==> src/rtl/truth_table_capture_pkg.sv <==
// Shared types and defaults for the truth-table capture engine.
package tt_capture_pkg;

    typedef enum logic [1:0] {
        IDLE   = 2'd0,
        HOLD   = 2'd1,
        SAMPLE = 2'd2,
        FINISH = 2'd3
    } state_e;

    localparam int unsigned DEF_N_IN     = 3;
    localparam int unsigned DEF_SETTLE   = 2;
    // Bit m is the expected output for minterm m (minterms 2 and 5).
    localparam logic [7:0]  DEF_EXPECTED = 8'b0010_0100;

endpackage

==> src/rtl/truth_table_capture_if.sv <==
// Bus between the capture engine and the function under test / controller.
interface truth_table_capture_if
    import tt_capture_pkg::*;
#(
    parameter int unsigned N_IN = DEF_N_IN
) ();

    logic                   start;
    logic [N_IN-1:0]        drive_out;
    logic                   fn_in;
    logic                   busy;
    logic                   done;
    logic                   pass;
    logic [(2**N_IN)-1:0]   table_out;
    logic [N_IN:0]          fail_cnt;
    logic [N_IN-1:0]        fail_mt;

    // Capture engine side.
    modport master (
        input  start, fn_in,
        output drive_out, busy, done, pass, table_out, fail_cnt, fail_mt
    );

    // Controller / function-under-test side.
    modport slave (
        output start, fn_in,
        input  drive_out, busy, done, pass, table_out, fail_cnt, fail_mt
    );

endinterface

==> src/rtl/truth_table_capture_sequencer.sv <==
// Minterm counter plus per-minterm settle counter.
module minterm_sequencer
    import tt_capture_pkg::*;
#(
    parameter int unsigned N_IN   = DEF_N_IN,
    parameter int unsigned SETTLE = DEF_SETTLE
) (
    input  logic            clk,
    input  logic            reset,
    input  logic            load_i,
    input  logic            adv_i,
    input  logic            dec_i,
    input  logic            clr_i,
    output logic [N_IN-1:0] mt_o,
    output logic            last_c,
    output logic            settled_c
);

    localparam int unsigned SW = (SETTLE < 2) ? 1 : $clog2(SETTLE + 1);

    logic [N_IN-1:0] mt_q, mt_d;
    logic [SW-1:0]   settle_q, settle_d;

    // Next-state: clear wins, then load, advance, settle countdown.
    always_comb begin
        mt_d     = mt_q;
        settle_d = settle_q;
        if (clr_i) begin
            mt_d     = '0;
            settle_d = '0;
        end else if (load_i) begin
            mt_d     = '0;
            settle_d = SW'(SETTLE);
        end else if (adv_i) begin
            mt_d     = mt_q + N_IN'(1);
            settle_d = SW'(SETTLE);
        end else if (dec_i && (settle_q != '0)) begin
            settle_d = settle_q - SW'(1);
        end
    end

    // Counter registers.
    always_ff @(posedge clk) begin
        if (reset) begin
            mt_q     <= '0;
            settle_q <= '0;
        end else begin
            mt_q     <= mt_d;
            settle_q <= settle_d;
        end
    end

    assign mt_o      = mt_q;
    assign last_c    = (mt_q == '1);
    // Settled once the countdown is at 1 (or 0): this is the last hold cycle.
    assign settled_c = ((settle_q >> 1) == '0);

endmodule

==> src/rtl/truth_table_capture.sv <==
// Sweeps all minterms, captures the function output and scores it.
module truth_table_capture
    import tt_capture_pkg::*;
#(
    parameter int unsigned          N_IN     = DEF_N_IN,
    parameter int unsigned          SETTLE   = DEF_SETTLE,
    parameter logic [2**N_IN-1:0]   EXPECTED = DEF_EXPECTED
) (
    input  logic                  clk,
    input  logic                  reset,
    truth_table_capture_if.master bus
);

    localparam int unsigned N_MT = 2**N_IN;
    localparam int unsigned CW   = N_IN + 1;
    // First state of each minterm window; HOLD is skipped with no settle time.
    localparam state_e WIN_START = state_e'((SETTLE == 0) ? SAMPLE : HOLD);

    state_e          state_q, state_d;
    logic            seq_load, seq_adv, seq_dec, seq_clr;
    logic [N_IN-1:0] mt;
    logic            mt_last, mt_settled;
    logic            mismatch_c;

    logic [N_MT-1:0] table_q, table_d;
    logic [CW-1:0]   fail_cnt_q, fail_cnt_d;
    logic [N_IN-1:0] fail_mt_q, fail_mt_d;
    logic            pass_q, pass_d;
    logic            busy_q, busy_d;
    logic            done_q, done_d;

    minterm_sequencer #(
        .N_IN   (N_IN),
        .SETTLE (SETTLE)
    ) u_seq (
        .clk       (clk),
        .reset     (reset),
        .load_i    (seq_load),
        .adv_i     (seq_adv),
        .dec_i     (seq_dec),
        .clr_i     (seq_clr),
        .mt_o      (mt),
        .last_c    (mt_last),
        .settled_c (mt_settled)
    );

    assign mismatch_c = (bus.fn_in != EXPECTED[mt]);

    // State register.
    always_ff @(posedge clk) begin
        if (reset) state_q <= IDLE;
        else       state_q <= state_d;
    end

    // Next state, sequencer control and scoreboard next values.
    always_comb begin
        state_d    = state_q;
        seq_load   = 1'b0;
        seq_adv    = 1'b0;
        seq_dec    = 1'b0;
        seq_clr    = 1'b0;
        table_d    = table_q;
        fail_cnt_d = fail_cnt_q;
        fail_mt_d  = fail_mt_q;
        pass_d     = pass_q;

        case (state_q)
            IDLE: begin
                if (bus.start) begin
                    seq_load   = 1'b1;
                    table_d    = '0;
                    fail_cnt_d = '0;
                    fail_mt_d  = '0;
                    pass_d     = 1'b0;
                    state_d    = WIN_START;
                end
            end
            HOLD: begin
                seq_dec = 1'b1;
                if (mt_settled) state_d = SAMPLE;
            end
            SAMPLE: begin
                table_d[mt] = bus.fn_in;
                if (mismatch_c) begin
                    fail_cnt_d = fail_cnt_q + CW'(1);
                    if (fail_cnt_q == '0) fail_mt_d = mt;
                end
                // Completion is checked before advancing so mt never wraps.
                if (mt_last) begin
                    state_d = FINISH;
                end else begin
                    seq_adv = 1'b1;
                    state_d = WIN_START;
                end
            end
            FINISH: begin
                seq_clr = 1'b1;
                state_d = IDLE;
            end
            default: state_d = IDLE;
        endcase

        busy_d = (state_d != IDLE);
        done_d = (state_d == FINISH);
        if (state_d == FINISH) pass_d = (fail_cnt_d == '0);
    end

    // Result and status registers.
    always_ff @(posedge clk) begin
        if (reset) begin
            table_q    <= '0;
            fail_cnt_q <= '0;
            fail_mt_q  <= '0;
            pass_q     <= 1'b0;
            busy_q     <= 1'b0;
            done_q     <= 1'b0;
        end else begin
            table_q    <= table_d;
            fail_cnt_q <= fail_cnt_d;
            fail_mt_q  <= fail_mt_d;
            pass_q     <= pass_d;
            busy_q     <= busy_d;
            done_q     <= done_d;
        end
    end

    assign bus.drive_out = mt;
    assign bus.busy      = busy_q;
    assign bus.done      = done_q;
    assign bus.pass      = pass_q;
    assign bus.table_out = table_q;
    assign bus.fail_cnt  = fail_cnt_q;
    assign bus.fail_mt   = fail_mt_q;

endmodule

==> src/flat_wrapper.sv <==
// flat-port wrapper written by rule: the top's interface ports become plain ports
module truth_table_capture_flat import tt_capture_pkg::*;
#(
    parameter int unsigned          N_IN     = DEF_N_IN,
    parameter int unsigned          SETTLE   = DEF_SETTLE,
    parameter logic [2**N_IN-1:0]   EXPECTED = DEF_EXPECTED
)
  (clk, reset, bus_start, bus_fn_in, bus_drive_out, bus_busy, bus_done, bus_pass, bus_table_out, bus_fail_cnt, bus_fail_mt);
  truth_table_capture_if #(.N_IN(N_IN)) bus_i ();
  input  logic clk;
  input  logic reset;
  input wire logic [$bits(bus_i.start)-1:0] bus_start;
  input wire logic [$bits(bus_i.fn_in)-1:0] bus_fn_in;
  output wire logic [$bits(bus_i.drive_out)-1:0] bus_drive_out;
  output wire logic [$bits(bus_i.busy)-1:0] bus_busy;
  output wire logic [$bits(bus_i.done)-1:0] bus_done;
  output wire logic [$bits(bus_i.pass)-1:0] bus_pass;
  output wire logic [$bits(bus_i.table_out)-1:0] bus_table_out;
  output wire logic [$bits(bus_i.fail_cnt)-1:0] bus_fail_cnt;
  output wire logic [$bits(bus_i.fail_mt)-1:0] bus_fail_mt;
  assign bus_i.start = bus_start;
  assign bus_i.fn_in = bus_fn_in;
  assign bus_drive_out = bus_i.drive_out;
  assign bus_busy = bus_i.busy;
  assign bus_done = bus_i.done;
  assign bus_pass = bus_i.pass;
  assign bus_table_out = bus_i.table_out;
  assign bus_fail_cnt = bus_i.fail_cnt;
  assign bus_fail_mt = bus_i.fail_mt;
  truth_table_capture #(.N_IN(N_IN), .SETTLE(SETTLE), .EXPECTED(EXPECTED)) u_core (.clk(clk), .reset(reset), .bus(bus_i));
endmodule
==> config.mk <==
export PLATFORM = sky130hd
export DESIGN_NAME = truth_table_capture_flat
export DESIGN_NICKNAME = d
export VERILOG_FILES = /design/src/rtl/truth_table_capture_pkg.sv /design/src/rtl/truth_table_capture_if.sv /design/src/rtl/truth_table_capture_sequencer.sv /design/src/rtl/truth_table_capture.sv /design/src/flat_wrapper.sv
export SDC_FILE = /design/constraint.sdc
export NUM_CORES = 1
export LEC_CHECK = 0
export CORE_ASPECT_RATIO = 1.4
export CORE_MARGIN = 5
export CORE_UTILIZATION = 54
export CTS_CLUSTER_SIZE = 28
export DETAILED_ROUTE_END_ITERATION = 10
export GPL_ROUTABILITY_DRIVEN = 0
export PLACE_DENSITY = 0.9
export REMOVE_ABC_BUFFERS = 1
export SYNTH_ARGS = -nofsm -noshare
export SYNTH_HDL_FRONTEND = slang
export SYNTH_HIERARCHICAL = 1
export SYNTH_SLANG_ARGS = --single-unit
==> constraint.sdc <==
create_clock -name clk -period 3.6 [get_ports clk]
set_input_delay 0.72 -clock clk [delete_from_list [all_inputs] [get_ports clk]]
set_output_delay 0.72 -clock clk [all_outputs]
set_load 0.03 [all_outputs]
Word level (Yosys, flattened, before mapping). Memory sizes are Yosys's and may differ from the RTL's. A register that Yosys moved wholly into a read port is not among the register bits. Cells that the tools add are included.

Flip-flop bits (word level): 25. Bits in read-only memories: 8. Input bits: 4. Output and inout bits: 21. Logic and storage cells: 74. Memories: 1.

$add $sub $neg: 3. Magnitude comparators: 2. Equality and inequality tests: 9. Mux-type cells: 31. Reduce and logical (&&, ||, !) cells: 18.

Memory list: (name not given) (words 8, bits a word 1, rd ports 1, clocked after memory_dff 1, write ports 0, line truth_table_capture.sv:47) `assign mismatch_c = (bus.fn_in != EXPECTED[mt]);`.

Operators by type and width (count): 8-bit case mux with 2 select lines (1); 3-bit 2-to-1 mux (5); 2-bit 2-to-1 mux (6); 1-bit 2-to-1 mux (11); 2-bit nonzero test (5); 8-bit bitwise mux (1); 4-bit zero test (2); 4-bit 2-to-1 mux (2); 8-bit 2-to-1 mux (1); 2-bit case mux with 4 select lines (1); 4-bit case mux with 2 select lines (1); 2-bit equality test, second input constant (3); 3-bit case mux with 2 select lines (1); 4-bit by 1-bit adder with 4-bit output, second input constant (1); 2-bit zero test (2); 3-bit by 4-bit less-than comparator with 1-bit output, second input constant (1); 2-bit by 1-bit != test with 1-bit output, second input constant (2); 2-bit AND reduction (2); 4-bit AND reduction (1); 4-bit OR reduction (1); 3-bit by 1-bit adder with 3-bit output, second input constant (1); 1-bit demux with 3-bit select (1); 3-bit equality test, second input constant (1); 3-bit by 1-bit greater-or-equal comparator with 1-bit output, second input constant (1); 8 further kinds (9).

Longest topological paths before layout. Gate-level depths: netlist of the first run.

Word-level depth: 7. Mapped depth: 7. Mapped depth without buffers: 6.

Hierarchy. The synthesis of the first run kept the hierarchy.

Modules (own cells, without submodules): truth_table_capture (instances 1, cells an instance 122, area an instance 1024.7 sq um, sequential area each 400.4 sq um); minterm_sequencer (instances 1, cells an instance 23, area an instance 254.0 sq um, sequential area each 100.1 sq um).

Worst setup path before layout of the first run. No wires, ideal clock.

Path type: reg-to-reg. Start: reg u_core.u_seq.mt_q[2] (netlist: u_core/u_seq/mt_o[2]). End: reg u_core.pass_q (netlist: u_core/bus.pass). Arrival time: 1.911 ns. Data required time: 3.516 ns. Slack: 1.605 ns. Cell stages (with the launch flop): 8. Path buffers: 1. Clock period less this slack: 1.995 ns. Path through: dfxtp_1 -> buf_2 -> and3b_4 -> nor2_4 -> xnor2_4 -> nand2_1 -> a311o_1 -> o31ai_2.

Word-level cells in the longest chain between the ends: 6. Elaborated cells on any way between the ends: 8.

Ends and longest elaborated chain: start: declaration (line truth_table_capture_sequencer.sv:21) `logic [N_IN-1:0] mt_q, mt_d;`; start signal: assignment (line truth_table_capture_sequencer.sv:48) `mt_q <= mt_d;`; 3-bit equality test * (line truth_table_capture_sequencer.sv:54) `assign last_c = (mt_q == '1);`; 2-bit 2-to-1 mux * (line truth_table_capture.sv:89) `if (mt_last) begin`; 2-bit case mux with 4 select lines * (line truth_table_capture.sv:67) `case (state_q)`; 2-bit equality test * (line truth_table_capture.sv:105) `if (state_d == FINISH) pass_d = (fail_cnt_d == '0);`; 2-bit nonzero test (no line); 2-bit AND reduction (no line); end signal: assignment (line truth_table_capture.sv:121) `pass_q <= pass_d;`; end: declaration (line truth_table_capture.sv:28) `logic pass_q, pass_d;`.

Mark *: on every way between the ends. The rest lies on a longest branch, timed or not. A chain may end at the register's enable or synchronous reset.

Worst setup path in the final report of the first run.
Start: reg u_core.u_seq.mt_q[2] (netlist: u_core/u_seq/mt_o[2]). End: out bus_drive_out[2].

RTL lines: end: declaration (line flat_wrapper.sv:14) `output wire logic [$bits(bus_i.drive_out)-1:0] bus_drive_out;`.

No word-level cell between the ends.

==> impl_metrics.toml, run 1 <==
[worst_setup_path]
critical_path.cell_chain = "clkdlybuf4s50_1"
timing.critical_path.slowest_stage_cell = "sky130_fd_sc_hd__clkdlybuf4s50_1"
cp_data_arrival_time_ns = 1.68
worst-endpoint-required_ns = 2.88
critPathLaunchType = "flop"
slowest_delay_ns = 0.75
r2r_cells = 6
r2r_setup_slack_ns = 1.44
worst_path_dominant_cell_family = "buffers and inverters"
critical_path_peak_fanout = 13
crit_type = "flop to output pin"
cp-end-kind = "output pin"
worst-path-stages = 1
timing.critical_path.buf_inv = 1

[clock_network]
cts_setup_buffers = 0
cts.htree.levels = 1
clock_tree_from_tritoncts = "yes"
max-clock-path-buffers = 2
cts_repair_resizes = 0
clock_sinks = 25
numCtsBuffers = 3
clk_pin_slew_worst_paths_ns = 0.13
clock_latency_ns = 0.32
cts_root_buf = "sky130_fd_sc_hd__clkbuf_4"
cts_hold_repair.buffers = 0

[floorplanning]
die_x_um = 51.1
ios = 25
placeableCoreArea_um2 = 2340
design.die.area_um2 = 3460
starting_utilization_of_the_core_area_pct = 54.7
die_height_um = 67.6
fp-row-count = 21

[power]
comb_power_share_pct = 13.7
power_per_cell_area_nw_per_um2 = 307
sw_frac_of_total_pct = 26.4
seqPwrFrac_pct = 60.3
ir_drop_uv = 316
clock_power_share_pct = 26.0
p_switching_w = 0.000126
power.internal_w = 0.000352
totalPowerFinal_w = 0.000478
power_leakage_nw = 0.582

[job]
max_cap_viol_count = 0

[worst_hold_path]
worstHoldPathType = "flop to flop"
worst_hold_path.num_cells = 2

[sta]
post-route-min-period_ns = 2.40
rsz_0062_raised_after_global_routing = "no"
fin_worst_skew_ns = 0.00497
maxSlewViolCount = 0
finalHoldViolCount = 0
fmaxAchievable_mhz = 417
fin_crit_sh_pct = 66.5
max_slew_margin_pct = 46.8
setup_violations = 0
timing_worst_slew_pin_value_ns = 0.796
setup_tns_ns = 0
finalHoldWorstSlack_ns = 0.489

[layout]
antennaDiodeCount = 0
finalCoreUtilization_pct = 66.6
finish.net_count = 179
flow.area_growth_from_synthesis_pct = 21.8
layout-drive-gt1-share_pct = 10.7

[status]
outcome = "completed"

[grt]
global_route_usage_sum_pct = 18.1
grt_max_degree = 23
first_pass_grt_wire_length_um = 4680
antenna_found_initial = 0
globalRouteOverflowTotal = 0
grt_pass1_vias = 1071

[logic_synthesis]
synth.yosys.seq_area_share_pct = 39.1
synth_edf_count = 0
synth_seq_cells = 25
synth_cells = 145
yosys_most_used_dff = "sky130_fd_sc_hd__dfxtp_1"
netlist-cell-type-count = 41
ys.warnings.count = 6
synthesis.area_per_instance_um2 = 8.82
synth_most_common_cell = "sky130_fd_sc_hd__dfxtp_1"
yosysTopAreaCell = "sky130_fd_sc_hd__dfxtp_1"
synth_top_area_share_pct = 39.1
synthTopCellsByCount = "25 x sky130_fd_sc_hd__dfxtp_1, 19 x sky130_fd_sc_hd__nor2_1, 13 x sky130_fd_sc_hd__nand2_1"
synth_area_leaders = "sky130_fd_sc_hd__dfxtp_1 39%, sky130_fd_sc_hd__nor2_1 5.6%, sky130_fd_sc_hd__mux2i_1 5.5%"
synth_async_sr_flop_share_pct = 0
netlist_area_um2 = 1280

[route]
detail_route.iter0.violations = 54
wirelength_um = 2840
drt_pass1_iterations = 4
vias = 1127
wl_per_cell_um = 14.8
drtAntennaViolNets = 0
vias_per_cell = 5.87
drc_errors = 0

[place]
number_of_input_and_output_port_buffers_inserted = 24
hpwl_um = 2110
-- power groups by stage --
stage | clock network, W | registers [W] | logic (W)
final | 0.000124 | 0.000288 | 0.0000656
after global routing | 0.000140 | 0.000289 | 0.0000710
after CTS | 0.000127 | 0.000288 | 0.0000655
after detailed placement | 0 | 0.000294 | 0.0000652
after global placement | 0 | 0.000294 | 0.0000631
after floorplan | 0 | 0.000298 | 0.0000394
-- logic make-up (layout without fill, tap and decap cells) --
family | after synthesis | in the layout | share of synthesized area (%)
adders and majority gates | 5 | 5 | 4.89
buffers and inverters | 12 | 36 | 3.72
xor gates and xnor gates | 3 | 3 | 3.52
DFF | 25 | 25 | 39.1
and+or+nand+nor | 66 | 66 | 27.6
muxes | 10 | 10 | 8.71
AOI/OAI and AO/OA | 24 | 24 | 12.4
-- metal layers --
metal,up-vias,wire length (µm),global-route usage (%)
met1,524,1170,20.2
met2,44,1390,31.0
li1,551,-,-
met4,0,89,11.4
met5,-,0,0
met3,8,192,3.75
-- path summary, 6_finish.rpt --
| kind | start | end |
|---|---|---|
| max | u_core/u_seq/mt_o[2] | bus_drive_out[2] |
| min reg2reg | u_core/bus.table_out[0] | u_core/bus.table_out[0] |
| min | u_core/bus.table_out[0] | u_core/bus.table_out[0] |
| max reg2reg | u_core/state_q[1] | u_core/bus.table_out[3] |
-- metrics by stage --
| stage | worst slack (ns) | instance area (µm²) | std cells |
|---|---|---|---|
| 4_1_cts | 1.19 | 1560 | 192 |
| 6_report | 1.20 | 1560 | 192 |
| 5_1_grt | 1.08 | 1560 | 192 |
| 3_3_place_gp | 1.24 | 1530 | 188 |
| 3_5_place_dp | 1.18 | 1530 | 188 |
| 2_1_floorplan | 1.61 | 1260 | 141 |
-- placed cells by master (no fill, tap or decap), types with 4 or more instances in the layout --
master                            instances
sky130_fd_sc_hd__clkdlybuf4s50_1         24
sky130_fd_sc_hd__o21ai_0                  4
sky130_fd_sc_hd__inv_1                    8
sky130_fd_sc_hd__ha_1                     5
sky130_fd_sc_hd__nand3_1                  8
sky130_fd_sc_hd__nand2_1                 13
sky130_fd_sc_hd__a21oi_1                 11
sky130_fd_sc_hd__dfxtp_1                 25
sky130_fd_sc_hd__nor2_1                  19
sky130_fd_sc_hd__mux2i_1                  7
-- worst reg2reg max path: cells and delay by family (launching register included) --
family,cells,cell delay (ns)
buf+inv,1,0.16
simple gates,4,1.12
mux,1,0.35
flops,1,0.47
-- state kept, by name (all words and copies together), names as in the netlist --
name and flops:
u_core/state_q 2, u_core/u_seq/mt_o 3, u_core/bus.table_out 8, u_core/u_seq/settle_q 2, u_core/bus.pass 1, u_core/bus.done 1
u_core/bus.fail_cnt 4, u_core/bus.fail_mt 3, u_core/bus.busy 1
-- cell type report --
type / instances / area [µm²]
Inverter: 8 / 30.0
Clock inverter: 1 / 5.00
Fill cell: 191 / 781
Multi-Input combinational cell: 108 / 731
Sequential cell: 25 / 500
Timing Repair Buffer: 24 / 240
Clock buffer: 3 / 22.5
Tap cell: 23 / 28.8
No activity file was read; power rests on OpenSTA's default activity.
==> inputs of run 2 (changes only) <==
--- a/config.mk
+++ b/config.mk
@@ -7,11 +7,11 @@
 export LEC_CHECK = 0
 export CORE_ASPECT_RATIO = 1.4
 export CORE_MARGIN = 5
-export CORE_UTILIZATION = 54
+export CORE_UTILIZATION = 50
 export CTS_CLUSTER_SIZE = 28
 export DETAILED_ROUTE_END_ITERATION = 10
 export GPL_ROUTABILITY_DRIVEN = 0
-export PLACE_DENSITY = 0.9
+export PLACE_DENSITY = 0.85
 export REMOVE_ABC_BUFFERS = 1
 export SYNTH_ARGS = -nofsm -noshare
 export SYNTH_HDL_FRONTEND = slang
==> constraint.sdc (replaced) <==
create_clock -name clk -period 2.45 [get_ports clk]
set_input_delay 0.49 -clock clk [delete_from_list [all_inputs] [get_ports clk]]
set_output_delay 0.49 -clock clk [all_outputs]
set_load 0.03 [all_outputs]
==> impl_metrics.toml, run 2 (synthesis results as in run 1) <==
[worst_setup_path]
r2r_cells = 6
timing.critical_path.slowest_stage_cell = "sky130_fd_sc_hd__clkdlybuf4s50_1"
cp-endpoint = "bus_drive_out[2]"
startpoint = "u_core/u_seq/mt_o[2]"
regToRegEndpoint = "u_core/bus.pass"
r2r_setup_slack_ns = 0.48
critical_path.cell_chain = "clkdlybuf4s50_1"
slowest_delay_ns = 0.76
crit_type = "flop to output pin"
critPathLaunchType = "flop"
worst-path-stages = 1
worst_path_dominant_cell_family = "buffers and inverters"
timing.critical_path.buf_inv = 1
cp-end-kind = "output pin"
cp_data_arrival_time_ns = 1.69
regToRegStartpoint = "u_core/u_seq/mt_o[2]"
worst-endpoint-required_ns = 1.96
critical_path_peak_fanout = 13

[floorplanning]
fp-row-count = 21
placeableCoreArea_um2 = 2420
ios = 25
die_x_um = 52.7
die_height_um = 69.8
starting_utilization_of_the_core_area_pct = 52.9
design.die.area_um2 = 3680

[place]
place_inst = 203
place_worst_setup_slack_ns = 0.275
number_of_input_and_output_port_buffers_inserted = 24
hpwl_um = 2340

[clock_network]
numCtsBuffers = 3
cts_hold_repair.buffers = 0
cts_setup_buffers = 0
cts.htree.levels = 1
clk_pin_slew_worst_paths_ns = 0.13
clock_tree_from_tritoncts = "yes"
clock_sinks = 25
clock_latency_ns = 0.32
max-clock-path-buffers = 2
cts_root_buf = "sky130_fd_sc_hd__clkbuf_4"
cts_repair_resizes = 0

[grt]
grt_max_degree = 16
global_route_usage_sum_pct = 18.3
globalRouteOverflowTotal = 0
grt_pass1_vias = 1150
antenna_found_initial = 0
first_pass_grt_wire_length_um = 5130

[sta]
setup_tns_ns = 0
finalHoldWorstSlack_ns = 0.480
setup_slack_ns = 0.274
max_slew_margin_pct = 69.7
finalHoldViolCount = 0
setup_violations = 0
fin_worst_skew_ns = 0.00242
timing_worst_slew_pin_value_ns = 0.453
rsz_0062_raised_after_global_routing = "no"
fin_crit_sh_pct = 88.8
fmaxAchievable_mhz = 460
post-route-min-period_ns = 2.18
maxSlewViolCount = 0

[layout]
flow.area_growth_from_synthesis_pct = 25.1
finalCoreUtilization_pct = 66.2
final_cell_mix = "25 x sky130_fd_sc_hd__dfxtp_1, 24 x sky130_fd_sc_hd__clkdlybuf4s50_1, 19 x sky130_fd_sc_hd__nor2_1"
antennaDiodeCount = 0
filler_cell_count = 218
sequential_cell_area_um2 = 500
layout-drive-gt1-share_pct = 12.1
finished_layout_cells = 207
multi_input_area_um2 = 731
layout_commonest_cell = "sky130_fd_sc_hd__dfxtp_1"
finish.net_count = 183
largest_register_ff_count = 8

[power]
ir_drop_uv = 375
power_leakage_nw = 0.600
power_per_cell_area_nw_per_um2 = 445

[route]
vias_per_cell = 5.57
detail_route.iter0.violations = 72
vias = 1153
drt_pass1_iterations = 5
drc_errors = 0
drtAntennaViolNets = 0
wl_per_cell_um = 15.1
wirelength_um = 3120

[status]
outcome = "completed"

[worst_hold_path]
worstHoldPathType = "flop to flop"

[job]
max_cap_viol_count = 0
==> run 2: cell count changes in the layout (fill, tap and decap cells not counted) <==
| cell | delta |
|---|---|
| sky130_fd_sc_hd__clkbuf_1 | +1 |
| sky130_fd_sc_hd__clkinv_2 | -1 |
| sky130_fd_sc_hd__buf_4 | +4 |
==> run 2: area by class of cell <==
cell class | count | area share (%)
inverters | 8 | 1.88
clock buffers | 4 | 1.64
well taps | 34 | 2.66
multi-input cells | 108 | 45.7
repair buffers | 28 | 16.9
flip-flops and latches | 25 | 31.3
==> run 2: worst min path at each step <==
stage / startpoint / endpoint / cells past startpoint
5_1_grt: u_core/bus.table_out[4] / u_core/bus.table_out[4] / 2
4_1_cts: u_core/bus.table_out[4] / u_core/bus.table_out[4] / 2
3_3_place_gp: u_core/bus.table_out[4] / u_core/bus.table_out[4] / 2
2_1_floorplan: u_core/u_seq/settle_q[1] / u_core/state_q[1] / 3
6_report: u_core/bus.table_out[4] / u_core/bus.table_out[4] / 2
3_5_place_dp: u_core/bus.table_out[4] / u_core/bus.table_out[4] / 2
==> run 2: power breakdown <==
part,leakage (nW),total (W),switching (W),internal (W)
Clock,0.0150,0.000184,0.000121,0.0000638
Combinational,0.382,0.000104,0.0000595,0.0000445
Sequential,0.202,0.000424,0.00000863,0.000415
==> run 2: stage by stage <==
step	cell area [µm²]	total power, W
final	1600	0.000712
after global placement	1570	0.000530
after global routing	1600	0.000737
after floorplan	1260	0.000495
after detailed placement	1570	0.000535
after CTS	1600	0.000720
==> run 2: layer usage <==
metal | part of all wire [%] | track usage [%] | up-vias
met2 | 51 | 31.4 | 49
li1 | - | - | 553
met5 | 0 | 0 | -
met1 | 41 | 20.1 | 539
met4 | 3.5 | 11.1 | 0
met3 | 4.7 | 3.01 | 12
==> inputs of run 3 (changes only) <==
--- a/config.mk
+++ b/config.mk
@@ -12,7 +12,9 @@
 export DETAILED_ROUTE_END_ITERATION = 10
 export GPL_ROUTABILITY_DRIVEN = 0
 export PLACE_DENSITY = 0.85
+export RECOVER_POWER = 50
 export REMOVE_ABC_BUFFERS = 1
+export SKIP_LAST_GASP = 1
 export SYNTH_ARGS = -nofsm -noshare
 export SYNTH_HDL_FRONTEND = slang
 export SYNTH_HIERARCHICAL = 1
==> impl_metrics.toml, run 3 (synthesis results as in run 1) <==
[clock_network]
clock_sinks = 25
cts_repair_resizes = 0
cts.htree.levels = 1
max-clock-path-buffers = 2
numCtsBuffers = 3
clock_tree_from_tritoncts = "yes"
cts_root_buf = "sky130_fd_sc_hd__clkbuf_4"
cts_hold_repair.buffers = 0
clock_latency_ns = 0.32
cts_setup_buffers = 0
clk_pin_slew_worst_paths_ns = 0.14

[sta]
rsz_0062_raised_after_global_routing = "no"
fin_worst_skew_ns = 0.00550
fin_crit_sh_pct = 89.2
max_slew_margin_pct = 69.5
setup_violations = 0
maxSlewViolCount = 0
setup_tns_ns = 0
timing_worst_slew_pin_value_ns = 0.457
post-route-min-period_ns = 2.19
fmaxAchievable_mhz = 458
finalHoldViolCount = 0

[worst_setup_path]
worst_path_dominant_cell_family = "buffers and inverters"
timing.critical_path.slowest_stage_cell = "sky130_fd_sc_hd__clkdlybuf4s50_1"
cp-end-kind = "output pin"
worst-endpoint-required_ns = 1.96
critPathLaunchType = "flop"
critical_path_peak_fanout = 13
cp_data_arrival_time_ns = 1.70
slowest_delay_ns = 0.76
crit_type = "flop to output pin"
critical_path.cell_chain = "clkdlybuf4s50_1"
timing.critical_path.buf_inv = 1

[status]
outcome = "completed"

[layout]
finish.net_count = 183
filler_cell_count = 223
layout-drive-gt1-share_pct = 10.4
largest_register_ff_count = 8
finished_layout_cells = 208
final_cell_mix = "25 x sky130_fd_sc_hd__dfxtp_1, 20 x sky130_fd_sc_hd__nor2_1, 17 x sky130_fd_sc_hd__clkdlybuf4s50_1"
layout_commonest_cell = "sky130_fd_sc_hd__dfxtp_1"
flow.area_growth_from_synthesis_pct = 24.1

[floorplanning]
die_x_um = 52.7
design.die.area_um2 = 3680
placeableCoreArea_um2 = 2420
starting_utilization_of_the_core_area_pct = 52.9
fp-row-count = 21
ios = 25
die_height_um = 69.8

[route]
drtAntennaViolNets = 0
wirelength_um = 3170
vias = 1184
detailroute.wirelength.met3_um = 169
drt_pass1_iterations = 4
drt-met1-wl_um = 1280
route.top_layer_used = "met4"
vias_per_cell = 5.69
drc_errors = 0
detail_route.iter0.violations = 55
wl_per_cell_um = 15.2
wl_met2_um = 1610

[power]
ir_drop_uv = 377
power_per_cell_area_nw_per_um2 = 449
power_leakage_nw = 0.607

[grt]
globalRouteOverflowTotal = 0
first_pass_grt_wire_length_um = 5130
grt_max_degree = 16
grt_pass1_vias = 1150
antenna_found_initial = 0
global_route_usage_sum_pct = 18.3

[place]
hpwl_um = 2340
place_inst = 203
number_of_input_and_output_port_buffers_inserted = 24

[job]
max_cap_viol_count = 0

[worst_hold_path]
worstHoldPathType = "flop to flop"
-- run 3: per-layer routing --
layer / up-vias / GRT usage, %
met4: 0 / 11.1
met3: 14 / 3.01
met5: - / 0
met1: 559 / 20.1
li1: 554 / -
met2: 57 / 31.4
-- run 3: worst register-to-register path, cell delays in order, from the launching register on --
cell and delay, ns:
sky130_fd_sc_hd__dfxtp_1 0.48, sky130_fd_sc_hd__inv_1 0.17, sky130_fd_sc_hd__nor2_1 0.19, sky130_fd_sc_hd__clkbuf_1 0.39, sky130_fd_sc_hd__nand2_1 0.20, sky130_fd_sc_hd__nor2_1 0.17, sky130_fd_sc_hd__nand4_1 0.13, sky130_fd_sc_hd__o31ai_2 0.24
-- run 3: worst paths after layout --
check	from	endpoint	slack (ns)	depth (start not counted)
worst max-delay path	u_core/u_seq/mt_o[2]	bus_drive_out[2]	0.26	1
worst min-delay path	u_core/bus.table_out[4]	u_core/bus.table_out[4]	0.48	2
worst max register to register	u_core/state_q[1]	u_core/bus.pass	0.42	7
worst min register to register	u_core/bus.table_out[4]	u_core/bus.table_out[4]	0.48	2
-- run 3: stage by stage --
stage	util, %	instance area, µm²	hold WS, ns	total power (W)	setup WS [ns]
after global placement	65.1	1570	0.456	0.000530	0.325
after floorplan	-	1260	0.496	0.000495	0.461
after CTS	66.2	1600	0.476	0.000720	0.264
final	65.6	1590	0.478	0.000713	0.264
after detailed placement	65.1	1570	0.458	0.000535	0.275
after global routing	65.5	1580	0.486	0.000733	0.180
-- run 3: cell type report --
cell class,instances,area (µm²),area share [%]
timing repair buffer,28,267,16.8
inverter,8,30.0,1.89
antenna,1,2.50,0.158
sequential,25,500,31.5
tap,34,42.5,2.68
clock buffer,4,26.3,1.66
multi-input combinational,108,718,45.3
-- run 3: power breakdown --
group | internal (W) | switching [W] | total, W | leakage [nW]
clock network | 0.0000638 | 0.000125 | 0.000189 | 0.0150
registers | 0.000415 | 0.00000870 | 0.000424 | 0.202
logic | 0.0000416 | 0.0000590 | 0.000101 | 0.390
